File: config.mk
export PLATFORM = sky130hd
export DESIGN_NAME = alu_seq
export DESIGN_NICKNAME = d
export VERILOG_FILES = /design/src/rtl/alu_seq.sv
export SDC_FILE = /design/constraint.sdc
export NUM_CORES = 1
export LEC_CHECK = 0
export CORE_AREA = 2 2 161 242
export CTS_CLUSTER_DIAMETER = 50
export DETAILED_ROUTE_END_ITERATION = 10
export DIE_AREA = 0 0 163 244
export HOLD_SLACK_MARGIN = 0.05
export PLACE_DENSITY = 0.69
export REMOVE_ABC_BUFFERS = 1
export SYNTH_ARGS = -nofsm -noshare
export SYNTH_HDL_FRONTEND = slang
export SYNTH_SLANG_ARGS = --single-unit
File: constraint.sdc
create_clock -name clk -period 4.62 [get_ports clk]
set_clock_uncertainty 0.1 [all_clocks]
set_input_delay 0.924 -clock clk [delete_from_list [all_inputs] [get_ports clk]]
set_output_delay 0.924 -clock clk [all_outputs]
set_load 0.02 [all_outputs]
File: src/rtl/alu_seq.sv
// alu_seq: multi-cycle ALU behind a valid/ready handshake.
// Multiply is shift-add and divide is restoring, one bit per cycle.
module alu_seq #(
  parameter int WIDTH = 32,
  parameter int CNT_W = $clog2(WIDTH) + 1
) (
  input  logic             clk,
  input  logic             rst_n,
  input  logic             in_valid,
  output logic             in_ready,
  input  logic [WIDTH-1:0] A,
  input  logic [WIDTH-1:0] B,
  input  logic [3:0]       ALUControl,
  output logic             out_valid,
  input  logic             out_ready,
  output logic [WIDTH-1:0] Result,
  output logic             Carry,
  output logic             OverFlow,
  output logic             Zero,
  output logic             Negative,
  output logic             DivByZero
);

  typedef enum logic [1:0] {
    S_IDLE,
    S_BUSY,
    S_DONE
  } state_e;

  localparam logic [3:0] OP_ADD = 4'h0;
  localparam logic [3:0] OP_SUB = 4'h1;
  localparam logic [3:0] OP_AND = 4'h2;
  localparam logic [3:0] OP_OR  = 4'h3;
  localparam logic [3:0] OP_MUL = 4'h4;
  localparam logic [3:0] OP_DIV = 4'h5;
  localparam logic [3:0] OP_SRL = 4'h6;
  localparam logic [3:0] OP_SLL = 4'h7;
  localparam logic [3:0] OP_SLT = 4'h8;
  localparam logic [3:0] OP_MSB = 4'h9;
  localparam logic [3:0] OP_REM = 4'hA;

  localparam logic [CNT_W-1:0] CNT_LAST = CNT_W'(WIDTH - 1);

  state_e           state_q, state_d;
  logic [CNT_W-1:0] cnt_q, cnt_d;
  logic [3:0]       op_q, op_d;
  logic [WIDTH-1:0] opnd_q, opnd_d;
  logic [WIDTH-1:0] hi_q, hi_d;
  logic [WIDTH-1:0] lo_q, lo_d;
  logic [WIDTH-1:0] res_q, res_d;
  logic             carry_q, carry_d;
  logic             ovf_q, ovf_d;
  logic             zero_q, zero_d;
  logic             neg_q, neg_d;
  logic             dbz_q, dbz_d;

  logic [WIDTH:0]   add_w, sub_w;
  logic [WIDTH-1:0] imm_res;
  logic             imm_carry, imm_ovf;
  logic             imm_dbz, imm_iter, b_zero;

  always_comb begin
    add_w     = {1'b0, A} + {1'b0, B};
    sub_w     = {1'b0, A} + {1'b0, ~B}
              + {{WIDTH{1'b0}}, 1'b1};
    b_zero    = (B == '0);
    imm_res   = '0;
    imm_carry = 1'b0;
    imm_ovf   = 1'b0;
    imm_dbz   = 1'b0;
    imm_iter  = 1'b0;
    unique case (ALUControl)
      OP_ADD: begin
        imm_res   = add_w[WIDTH-1:0];
        imm_carry = add_w[WIDTH];
        imm_ovf   = (A[WIDTH-1] == B[WIDTH-1])
                 && (add_w[WIDTH-1] != A[WIDTH-1]);
      end
      OP_SUB: begin
        imm_res   = sub_w[WIDTH-1:0];
        imm_carry = sub_w[WIDTH];
        imm_ovf   = (A[WIDTH-1] != B[WIDTH-1])
                 && (sub_w[WIDTH-1] != A[WIDTH-1]);
      end
      OP_AND: imm_res = A & B;
      OP_OR:  imm_res = A | B;
      // multiply by zero needs no iteration: product is 0
      OP_MUL: imm_iter = !b_zero;
      OP_DIV: begin
        if (b_zero) begin
          imm_res = '1;
          imm_dbz = 1'b1;
        end else begin
          imm_iter = 1'b1;
        end
      end
      OP_REM: begin
        if (b_zero) begin
          imm_res = A;
          imm_dbz = 1'b1;
        end else begin
          imm_iter = 1'b1;
        end
      end
      OP_SRL: imm_res = A >> 1;
      OP_SLL: imm_res = A << 1;
      OP_SLT: imm_res = {{(WIDTH-1){1'b0}}, (A < B)};
      OP_MSB: imm_res = {{(WIDTH-1){1'b0}}, add_w[WIDTH-1]};
      default: ;
    endcase
  end

  logic [WIDTH-1:0] mul_add;
  logic [WIDTH:0]   mul_sum, div_shl, div_diff;
  logic             div_ge;
  logic [WIDTH-1:0] step_hi, step_lo;

  // hi:lo is the running product (MUL) or remainder:quotient (DIV/REM)
  always_comb begin
    mul_add  = lo_q[0] ? opnd_q : '0;
    mul_sum  = {1'b0, hi_q} + {1'b0, mul_add};
    div_shl  = {hi_q, lo_q[WIDTH-1]};
    div_diff = div_shl - {1'b0, opnd_q};
    div_ge   = ~div_diff[WIDTH];
    if (op_q == OP_MUL) begin
      step_hi = mul_sum[WIDTH:1];
      step_lo = {mul_sum[0], lo_q[WIDTH-1:1]};
    end else begin
      step_hi = div_ge ? div_diff[WIDTH-1:0]
                       : div_shl[WIDTH-1:0];
      step_lo = {lo_q[WIDTH-2:0], div_ge};
    end
  end

  logic [WIDTH-1:0] fin_res;
  logic             fin_carry;

  always_comb begin
    fin_res   = step_lo;
    fin_carry = 1'b0;
    unique case (1'b1)
      op_q == OP_MUL: fin_carry = |step_hi;
      op_q == OP_REM: fin_res   = step_hi;
      default: ;
    endcase
  end

  logic             wr_en;
  logic [WIDTH-1:0] wr_res;
  logic             wr_carry, wr_ovf, wr_dbz;

  always_comb begin
    state_d  = state_q;
    cnt_d    = cnt_q;
    op_d     = op_q;
    opnd_d   = opnd_q;
    hi_d     = hi_q;
    lo_d     = lo_q;
    wr_en    = 1'b0;
    wr_res   = '0;
    wr_carry = 1'b0;
    wr_ovf   = 1'b0;
    wr_dbz   = 1'b0;
    unique case (state_q)
      S_IDLE: begin
        if (in_valid) begin
          op_d   = ALUControl;
          opnd_d = (ALUControl == OP_MUL) ? A : B;
          hi_d   = '0;
          lo_d   = (ALUControl == OP_MUL) ? B : A;
          cnt_d  = '0;
          if (imm_iter) begin
            state_d = S_BUSY;
          end else begin
            wr_en    = 1'b1;
            wr_res   = imm_res;
            wr_carry = imm_carry;
            wr_ovf   = imm_ovf;
            wr_dbz   = imm_dbz;
            state_d  = S_DONE;
          end
        end
      end
      S_BUSY: begin
        hi_d  = step_hi;
        lo_d  = step_lo;
        cnt_d = cnt_q + CNT_W'(1);
        if (cnt_q == CNT_LAST) begin
          wr_en    = 1'b1;
          wr_res   = fin_res;
          wr_carry = fin_carry;
          state_d  = S_DONE;
        end
      end
      S_DONE: begin
        if (out_ready) state_d = S_IDLE;
      end
      default: state_d = S_IDLE;
    endcase
  end

  always_comb begin
    res_d   = res_q;
    carry_d = carry_q;
    ovf_d   = ovf_q;
    zero_d  = zero_q;
    neg_d   = neg_q;
    dbz_d   = dbz_q;
    if (wr_en) begin
      res_d   = wr_res;
      carry_d = wr_carry;
      ovf_d   = wr_ovf;
      zero_d  = (wr_res == '0);
      neg_d   = wr_res[WIDTH-1];
      dbz_d   = wr_dbz;
    end
  end

  always_ff @(posedge clk or negedge rst_n) begin
    if (!rst_n) begin
      state_q <= S_IDLE;
      cnt_q   <= '0;
      op_q    <= '0;
      opnd_q  <= '0;
      hi_q    <= '0;
      lo_q    <= '0;
      res_q   <= '0;
      carry_q <= 1'b0;
      ovf_q   <= 1'b0;
      zero_q  <= 1'b0;
      neg_q   <= 1'b0;
      dbz_q   <= 1'b0;
    end else begin
      state_q <= state_d;
      cnt_q   <= cnt_d;
      op_q    <= op_d;
      opnd_q  <= opnd_d;
      hi_q    <= hi_d;
      lo_q    <= lo_d;
      res_q   <= res_d;
      carry_q <= carry_d;
      ovf_q   <= ovf_d;
      zero_q  <= zero_d;
      neg_q   <= neg_d;
      dbz_q   <= dbz_d;
    end
  end

  assign in_ready  = (state_q == S_IDLE);
  assign out_valid = (state_q == S_DONE);
  assign Result    = res_q;
  assign Carry     = carry_q;
  assign OverFlow  = ovf_q;
  assign Zero      = zero_q;
  assign Negative  = neg_q;
  assign DivByZero = dbz_q;

endmodule
==> flow_summary.json <==
{
  "clk_path_buf_depth": 2,
  "die_x_um": 163,
  "grt_pass1_wl_um": 133000,
  "violations": "design-rule violations, negative setup slack",
  "layout.nets": 3297,
  "first_iter_violations": 2450,
  "timing.max_cap.violations": 0,
  "clkTransAtPathRegs_ns": 0.07,
  "synth-seq-cells": 144,
  "place.port_buffers": 110,
  "cp-start-kind": "primary input",
  "finalSetupViolCount": 1,
  "rows": 87,
  "pre_cts_ws_ns": -1.10,
  "final_util": 0.675,
  "viasPerCell": 6.44,
  "arrival_ns": 4.93,
  "drc": 1,
  "worst_ep_required_time_ns": 4.85,
  "cts_tree": "done",
  "synth_cell_type_count": 92,
  "grt_overflow_total": 0,
  "async_flop_share": 1.00,
  "h-tree-depth": 4,
  "fmax_ghz": 0.213,
  "yosysSeqAreaShare": 0.201,
  "yosysWarnings": 0,
  "power_mw": 10.5,
  "cts_sinks": 144,
  "finalCriticalPeriod_ns": 4.70,
  "ant_nets": 0,
  "dieArea_sq_um": 39800,
  "timing_max_transition_violations_final": 0,
  "fin_crit_sh": 1.02,
  "coreArea_sq_um": 37600,
  "initial_core_util": 0.478,
  "synth_area_sq_um": 17900,
  "placed_area_sq_um": 23800,
  "die_h_um": 244,
  "dr.pass1.iters": 10,
  "hold_class": "flip-flop to flip-flop",
  "syn_area_per_cell_sq_um": 7.33,
  "synth_top_flop_cell": "dfrtp_1",
  "place_hpwl_um": 70200,
  "grt_max_degree": 94,
  "critPathCaptureType": "flip-flop",
  "worstMarginPinSlew_ns": 1.01,
  "outcome": "finished, violations left",
  "worstPathMaxFanout": 11,
  "wl_um": 88700,
  "post_drt_wl_per_cell_um": 25.0,
  "ioPinCount": 111,
  "critPathKind": "primary input to flip-flop",
  "gp_congestion": 1.04,
  "grt_pass1_vias": 22686,
  "p_per_area_nw_per_um2": 412,
  "grt_use_total": 0.437,
  "final_area_sq_um": 25300,
  "ir_drop_mv": 0.353,
  "leakagePower_nw": 12.0,
  "cts-root-buf": "clkbuf_16",
  "area_growth_pct": 41.3,
  "final_layout_size_suffix_gt1_frac": 0.268,
  "cts_made_buffers": 17,
  "synth-edff-count": 0,
  "vias": 22893,
  "slew_headroom": 0.325,
  "antenna_found_initial": 1,
  "synthCells": 2448,
  "hold_viol_final": 0,
  "fin_ws_ns": -0.0792,
  "clock_latency_ns": 0.44
}
[layout by cell type, fill, tap and decap left out, types with 32 or more instances in the layout]
cell type	count
buf_4	608
nand2_1	301
a21oi_1	205
nor2_1	196
o21ai_0	162
ha_1	157
dfrtp_1	144
inv_1	137
clkdlybuf4s50_1	97
mux2i_1	78
a31oi_1	68
nand3_1	54
and2_1	49
xnor2_1	45
a21o_1	43
o211ai_1	35
nor3_1	34
nand4_1	32
[flip-flops by register name (all words and copies together) (netlist names)]
register	flops
Carry	1
DivByZero	1
OverFlow	1
Result	32
Zero	1
cnt_q	6
hi_q	32
lo_q	32
op_q	4
opnd_q	32
state_q	2
[logic make-up after synthesis]
kind of cell    count (synthesis)  synth area share
xor+xnor                       72            0.0351
buf+inv                       288            0.0611
compound gates                860             0.315
simple gates                  817             0.212
mux                            93            0.0527
flops                         144             0.201
fa+ha+maj                     174             0.123
[area by class of cell]
| type | count | area [sq um] |
|---|---|---|
| flip-flops and latches | 144 | 3600 |
| inverters | 143 | 537 |
| clock inverters | 13 | 174 |
| fillers | 3333 | 12200 |
| repair buffers | 729 | 5870 |
| well taps | 489 | 612 |
| diodes | 1 | 2.50 |
| multi-input cells | 2016 | 14100 |
| clock buffers | 19 | 453 |
[layer usage]
| layer | track usage | routed length, um | vias up |
|---|---|---|---|
| met5 | 0 | 0 | - |
| met4 | 0.347 | 8690 | 0 |
| met3 | 0.0668 | 6940 | 479 |
| met2 | 0.716 | 40900 | 1430 |
| met1 | 0.505 | 32200 | 10754 |
| li1 | - | - | 10230 |
[where the power goes]
part / leakage (nW) / switching (mW) / internal (mW)
registers: 1.80 / 0.487 / 1.74
clock network: 0.308 / 0.624 / 0.891
logic: 9.94 / 3.87 / 2.84
total: 12.0 / 4.98 / 5.47
[synthesized netlist by cell type (10+ instances only)]
cell type,number,area share
a31oi_1,72,0.025
a221oi_1,15,0.0073
nand4_1,32,0.011
xnor2_1,45,0.022
or3_1,11,0.0038
inv_1,142,0.030
o221ai_1,17,0.0083
o21a_1,21,0.0088
nor3_1,39,0.011
a22oi_1,11,0.0046
xor2_1,27,0.013
nand3_1,56,0.016
a21oi_1,225,0.063
o31ai_1,23,0.0096
o211ai_1,35,0.015
o21bai_1,19,0.0080
buf_1,15,0.0031
a211oi_1,38,0.016
nand2_1,303,0.063
a21o_1,43,0.018
mux2i_1,84,0.047
nand2b_1,20,0.0070
o22ai_1,19,0.0066
clkbuf_1,125,0.026
nor4_1,35,0.012
nor2_1,198,0.041
nor2b_1,18,0.0063
ha_1,170,0.12
dfrtp_1,144,0.20
o311ai_0,10,0.0049
a2111oi_0,11,0.0054
o21ai_0,177,0.049
and2_1,50,0.017
and3_1,15,0.0052
[repair_timing]
item / 4_1_cts / 5_1_grt
setup endpoints to repair: 4 / 4
gates resized for setup: 65 / 121
hold buffers: 0 / 0
setup buffers: 4 / 8
pin swaps: 20 / 52
[worst paths after layout]
check	startpoint	end	slack, ns	cells after the start
worst min-delay path	DivByZero	DivByZero	0.38	2
min in group asynchronous	rst_n	Result[9]	0.41	1
max in group asynchronous	rst_n	cnt_q[5]	2.89	2
worst max register to register	lo_q[31]	Carry	0.11	20
worst max-delay path	B[7]	Zero	-0.08	17
worst min register to register	DivByZero	DivByZero	0.38	2
[critical path, stage by stage]
cell             delay, ns
clkdlybuf4s50_1       0.43
buf_4                 0.15
buf_4                 0.15
nor4_1                0.47
nand4_1               0.29
or2_2                 0.37
buf_4                 0.21
a211oi_1              0.34
o31ai_2               0.21
buf_4                 0.22
a221oi_1              0.36
a211o_1               0.22
nor4b_4               0.06
buf_4                 0.14
nand4_1               0.15
nor4_2                0.06
a22o_1                0.17
[through the flow]
step,hold WS (ns),std cells,TNS [ns]
5_1_grt,0.410,3554,-0.0603
6_report,0.383,3554,-0.0792
3_5_place_dp,0.369,3509,-5.14
3_3_place_gp,0.356,3509,-4.69
2_1_floorplan,0.355,2303,-0.418
4_1_cts,0.383,3545,0
(Power assumes the default switching activity.)
